File: src/rtl/adder_tree_pipe.sv
// Pipelined binary adder tree: an input register stage followed by LEVELS registered
// adder levels, each level one bit wider than the last, with a global valid/ready stall.
module adder_tree_pipe #(
    parameter int unsigned WIDTH  = 48,
    parameter int unsigned LEVELS = 3,
    parameter bit          SIGNED = 1'b0
) (
    input  logic                              clk,
    input  logic                              rst,
    input  logic                              in_valid,
    output logic                              in_ready,
    input  logic [(1 << LEVELS)*WIDTH-1:0]    in_data,
    output logic                              out_valid,
    input  logic                              out_ready,
    output logic [WIDTH+LEVELS-1:0]           out_sum
);

    localparam int unsigned N = 1 << LEVELS;

    // Bit offset of level k inside the flat stage_data bus (levels packed low to high).
    function automatic int unsigned lvl_off(input int unsigned k);
        int unsigned off;
        off = 0;
        for (int unsigned i = 0; i < k; i++) begin
            off += (N >> i) * (WIDTH + i);
        end
        return off;
    endfunction

    localparam int unsigned TotalBits = lvl_off(LEVELS + 1);
    localparam int unsigned OutOff    = lvl_off(LEVELS);

    logic [TotalBits-1:0] stage_data;
    logic [LEVELS:0]      stage_vld_q;
    logic                 advance;

    assign advance   = !out_valid || out_ready;
    assign in_ready  = advance;
    assign out_valid = stage_vld_q[LEVELS];
    assign out_sum   = stage_data[OutOff +: WIDTH+LEVELS];

    always_ff @(posedge clk) begin
        if (rst) begin
            stage_vld_q <= '0;
        end else if (advance) begin
            stage_vld_q <= {stage_vld_q[LEVELS-1:0], in_valid};
        end
    end

    for (genvar k = 0; k <= LEVELS; k++) begin : g_lvl
        localparam int unsigned NK  = N >> k;
        localparam int unsigned WK  = WIDTH + k;
        localparam int unsigned Off = lvl_off(k);

        logic [NK*WK-1:0] data_d;
        logic [NK*WK-1:0] data_q;

        if (k == 0) begin : g_in
            assign data_d = in_data;
        end else begin : g_add
            localparam int unsigned WP   = WK - 1;
            localparam int unsigned OffP = lvl_off(k - 1);

            for (genvar j = 0; j < NK; j++) begin : g_pair
                logic [WP-1:0] a;
                logic [WP-1:0] b;

                assign a = stage_data[OffP + (2*j)*WP +: WP];
                assign b = stage_data[OffP + (2*j+1)*WP +: WP];

                // One guard bit per level means the sum can never overflow.
                if (SIGNED) begin : g_sx
                    assign data_d[j*WK +: WK] = {a[WP-1], a} + {b[WP-1], b};
                end else begin : g_zx
                    assign data_d[j*WK +: WK] = {1'b0, a} + {1'b0, b};
                end
            end
        end

        always_ff @(posedge clk) begin
            if (rst) begin
                data_q <= '0;
            end else if (advance) begin
                data_q <= data_d;
            end
        end

        assign stage_data[Off +: NK*WK] = data_q;
    end

endmodule

File: config.mk
export PLATFORM = sky130hd
export DESIGN_NAME = adder_tree_pipe
export DESIGN_NICKNAME = d
export VERILOG_FILES = /design/src/rtl/adder_tree_pipe.sv
export SDC_FILE = /design/constraint.sdc
export NUM_CORES = 2
export LEC_CHECK = 0
export ABC_CLOCK_PERIOD_IN_PS = 2900
export BUFFER_PORTS_ARGS = -buffer_cell sky130_fd_sc_hd__buf_4
export CAP_MARGIN = 20
export CORE_MARGIN = 5
export CORE_UTILIZATION = 54
export DETAILED_ROUTE_END_ITERATION = 8
export GPL_TIMING_DRIVEN = 0
export HOLD_SLACK_MARGIN = 0.06
export PLACE_DENSITY = 0.86
export SYNTH_ARGS = -nofsm -noshare
export SYNTH_HDL_FRONTEND = slang
export SYNTH_SLANG_ARGS = --single-unit
File: constraint.sdc
create_clock -name clk -period 2.9 [get_ports clk]
set_input_delay 0.725 -clock clk [delete_from_list [all_inputs] [get_ports clk]]
set_output_delay 0.725 -clock clk [all_outputs]
set_load 0.005 [all_outputs]
# Word-level counts from Yosys, hierarchy flattened
# Index checks and enable logic that the tools add are counted.
[totals]
ff_bits = 735
word_cells = 14
output_inout_bits = 53
in_bits = 388
[classes]
n_reduce_logical = 2
add_sub_neg = 7
[ops]
columns = ["cell", "count"]
rows = [
  ["$add A48 B48 Y49", 4],
  ["$add A49 B49 Y50", 2],
  ["$add A50 B50 Y51", 1],
  ["$logic_not A1 Y1", 1],
  ["$logic_or A1 B1 Y1", 1],
]

# Logic depth before layout (Yosys ltp)
[logic_depth]
word_depth = 2
depth_mapped = 13
ltp_nobuf = 13

# Worst setup path after synthesis
# Ideal clock, no wire load.
[synth_path]
kind = "reg2reg"
start = "register g_lvl[0].data_q[96]"
end = "register g_lvl[1].data_q[83]"
setup_ns = 0.117
period_less_slack_ns = 3.099
t_arrival_ns = 2.983
slack_ns = -0.199
stages_incl_launch_ff = 13
path_buffers = 0
t_required_ns = 2.783
path_cell_list = "dfxtp_1 -> ha_1 -> fa_1 -> a211oi_1 -> o21ai_0 -> a2111oi_2 -> nor3_2 -> a2111oi_2 -> nor3_1 -> a21oi_1 -> o31ai_1 -> xor2_1 -> a22o_1"
[synth_between]
elab_chain_len = 1
[synth_lines]
columns = ["element", "line", "source"]
rows = [
  ["start: declaration", "56", "logic [NK*WK-1:0] data_q;"],
  ["start signal: assignment", "84", "data_q <= data_d;"],
  ["$add A48 B48 Y49", "75", "assign data_d[j*WK +: WK] = {1'b0, a} + {1'b0, b};"],
  ["end signal: assignment", "84", ""],
  ["end: declaration", "56", ""],
]
# Every way passes these cells.
# A chain may end at the register's enable or synchronous reset.

# Final worst setup path
[layout_path]
start = "register g_lvl[0].data_q[336]"
end = "register g_lvl[1].data_q[195]"
# Same word-level chain as after synthesis.

==> impl_metrics.json <==
{
  "drt-vias-per-instance": 6.04,
  "syn_nets": 6412,
  "num_vias": 44800,
  "hp-start": "in_data[372]",
  "antenna_left": 0,
  "drtPass1Iterations": 6,
  "cts_buffer_depth": 3,
  "violations": "negative setup slack",
  "groute.usage.overall_pct": 33.5,
  "rsz0062_at_grt": "yes",
  "die_h_um": 292,
  "critPathRequiredTime_ns": 3.44,
  "finalSetupTns_ns": -2.67,
  "cts_sinks": 735,
  "crit_type": "register to register",
  "ir_worst_vdd_uv": 406,
  "synthCells": 5677,
  "cts_max_level": 3,
  "synth.ff_latch_count": 735,
  "reg2reg_from": "g_lvl[0].data_q[336]$_SDFFE_PP0P_",
  "setup_viol": 37,
  "yosysSeqAreaShare_pct": 34.2,
  "grt_max_degree": 16,
  "total_leakage_power_nw": 24.0,
  "crit_start": "g_lvl[0].data_q[336]$_SDFFE_PP0P_",
  "path_max_fanout": 3,
  "row_count": 103,
  "setup_ws_ns": -0.255,
  "fin_crit_sh_pct": 109,
  "layout_commonest_cell": "nand2_1",
  "worst_pin_slew_ns": 1.20,
  "status": "finished with violations",
  "critPathMostFrequentCell": "nand4_1",
  "fill_cells": 6256,
  "core_um2": 79000,
  "hold-worst-slack_ns": 0.332,
  "start_kind": "register",
  "drc": 0,
  "clk_latency_ns": 0.65,
  "yosysWarnings": 0,
  "placed_area_um2": 47800,
  "synth_edf_count": 0,
  "ys_async_sr_fraction_pct": 0,
  "grt_pass1_vias": 41800,
  "cts.clk_slew.worst_paths_ns": 0.07,
  "crit_path_end_kind": "register",
  "cts_tree": "done",
  "path_cells": "ha_4 -> fa_2 -> a211oi_4 -> o211ai_1 -> nand4_1 -> nand4_1 -> a221o_1 -> a21oi_4 -> o21ai_2 -> a211oi_2 -> nor2_2 -> o41a_1",
  "final_area_um2": 54500,
  "synth_ff_type": "dfxtp_1",
  "total_power_mw": 30.2,
  "hold_viol": 0,
  "drv_cap": 0,
  "min_period_ns": 3.16,
  "grt_overflow": 0,
  "io_buffers": 439,
  "grt_pass1_wl_mm": 231,
  "final_cells": 7411,
  "dieArea_um2": 85300,
  "final_util_pct": 69.0,
  "place.gp.congestion": 0.977,
  "cts_buffers": 80,
  "slew_viol_final": 0,
  "drtIter0Drc": 4004,
  "nets": 7029,
  "slowest_stage": "a221o_1",
  "io_pins": 441,
  "finClkSkew_ns": 0.0354,
  "netlist_area_um2": 43000,
  "crit_path_max_incr_delay_ns": 0.43,
  "dp_slack_ns": -1.68,
  "yosys.cell_types.count": 93,
  "wl_per_cell_um": 21.0,
  "drive_gt1_share_pct": 19.9,
  "clock-root-buffer": "clkbuf_16",
  "cts_hold_buf": 0,
  "syn2layout_area_growth_pct": 26.9,
  "slew_headroom_pct": 19.8,
  "die_w_um": 292,
  "most-common-layout-cells": "nand2_1, a21oi_1, dfxtp_1",
  "crit_arrival_ns": 3.69,
  "hpwl_mm": 116,
  "synth.avg_cell_area_um2": 7.57,
  "wl_mm": 156,
  "min_path_type": "input port to register",
  "initial_core_util_pct": 54.4,
  "antenna_found_initial": 4,
  "dp.cells": 7176,
  "powerDensity_nw_per_um2": 554,
  "fmax_ghz": 0.317
}
layer usage:
metal / global-route usage [%] / routed length [um] / vias to the layer above
met1: 45.3 / 64300 / 21200
met3: 7.51 / 15500 / 431
met5: 0 / 31 / -
li1: - / - / 21200
met4: 13.3 / 7260 / 4
met2: 52.4 / 68700 / 1939
cells in the mapped netlist (all sizes together), types with 26 or more instances:
master  instances  share of area [%]
nand2b         31               0.45
xnor2         174                3.5
xor2          112                2.3
o31ai          27               0.47
nand4          63               0.93
o21bai         59                1.0
a21oi         876                 10
nand2        1394                 12
nor2          253                2.2
o21a           27               0.47
dfxtp         735                 34
inv            87               0.76
clkbuf        326                2.9
o21ai         301                3.5
a31oi          40               0.60
a21o          208                3.6
nor3           55               0.65
o211ai         26               0.45
and3           32               0.47
ha            340                9.9
nand3          80               0.93
nor2b          33               0.48
a211oi         91                1.6
flip-flops by register name, indices dropped and copies added, names as in the netlist:
register and count:
stage_vld_q 4, out_sum 51, g_lvl.data_q 680
timing repair:
item	CTS	global route
buffers inserted	76	63
resized for setup	426	315
setup endpoints to repair	598	157
pin swaps	140	191
worst max-delay path, delay by kind of cell, from the launching register on:
kind	cells	cell delay [ns]
flops	1	0.34
simple gates	3	0.42
compound gates	7	1.75
fa+ha+maj	2	0.55
cell type report:
cell class / instances / area (um2) / area share [%]
Antenna cell: 5 / 12.5 / 0.0229
Buffer: 297 / 1200 / 2.20
Clock buffer: 109 / 2250 / 4.13
Clock inverter: 35 / 448 / 0.821
Inverter: 87 / 329 / 0.603
Multi-Input combinational cell: 4510 / 29600 / 54.2
Sequential cell: 735 / 14900 / 27.3
Tap cell: 1050 / 1310 / 2.41
Timing Repair Buffer: 583 / 4500 / 8.26
where the power goes:
part	total [mW]	leakage, nW	switching (mW)	internal, mW
Combinational	7.58	16.5	4.30	3.28
Clock	10.6	1.31	4.47	6.12
Sequential	12.1	6.14	0.978	11.1
cells by family (layout without fill, tap and decap cells):
| family | count (synthesis) | in the layout | synth area share [%] |
|---|---|---|---|
| AND/OR/NAND/NOR | 2045 | 2045 | 20.0 |
| buffers and inverters | 432 | 1111 | 3.82 |
| AO/OA/AOI/OAI | 1828 | 1828 | 25.8 |
| multiplexers | 4 | 4 | 0.0931 |
| adder cells (fa/ha/maj) | 347 | 347 | 10.2 |
| other | 0 | 5 | 0 |
| XOR/XNOR | 286 | 286 | 5.83 |
| flip-flops | 735 | 735 | 34.2 |
final timing paths:
kind	slack, ns	endpoint	cells past startpoint
hold reg to reg	0.46	out_sum[6]$_SDFFE_PP0P_	2
setup / recovery	-0.26	g_lvl[1].data_q[195]$_SDFFE_PP0P_	12
setup reg to reg	-0.26	g_lvl[1].data_q[195]$_SDFFE_PP0P_	12
hold / removal	0.33	g_lvl[0].data_q[372]$_SDFFE_PP0P_	3
Note: power is estimated with default switching activity, not from simulation.
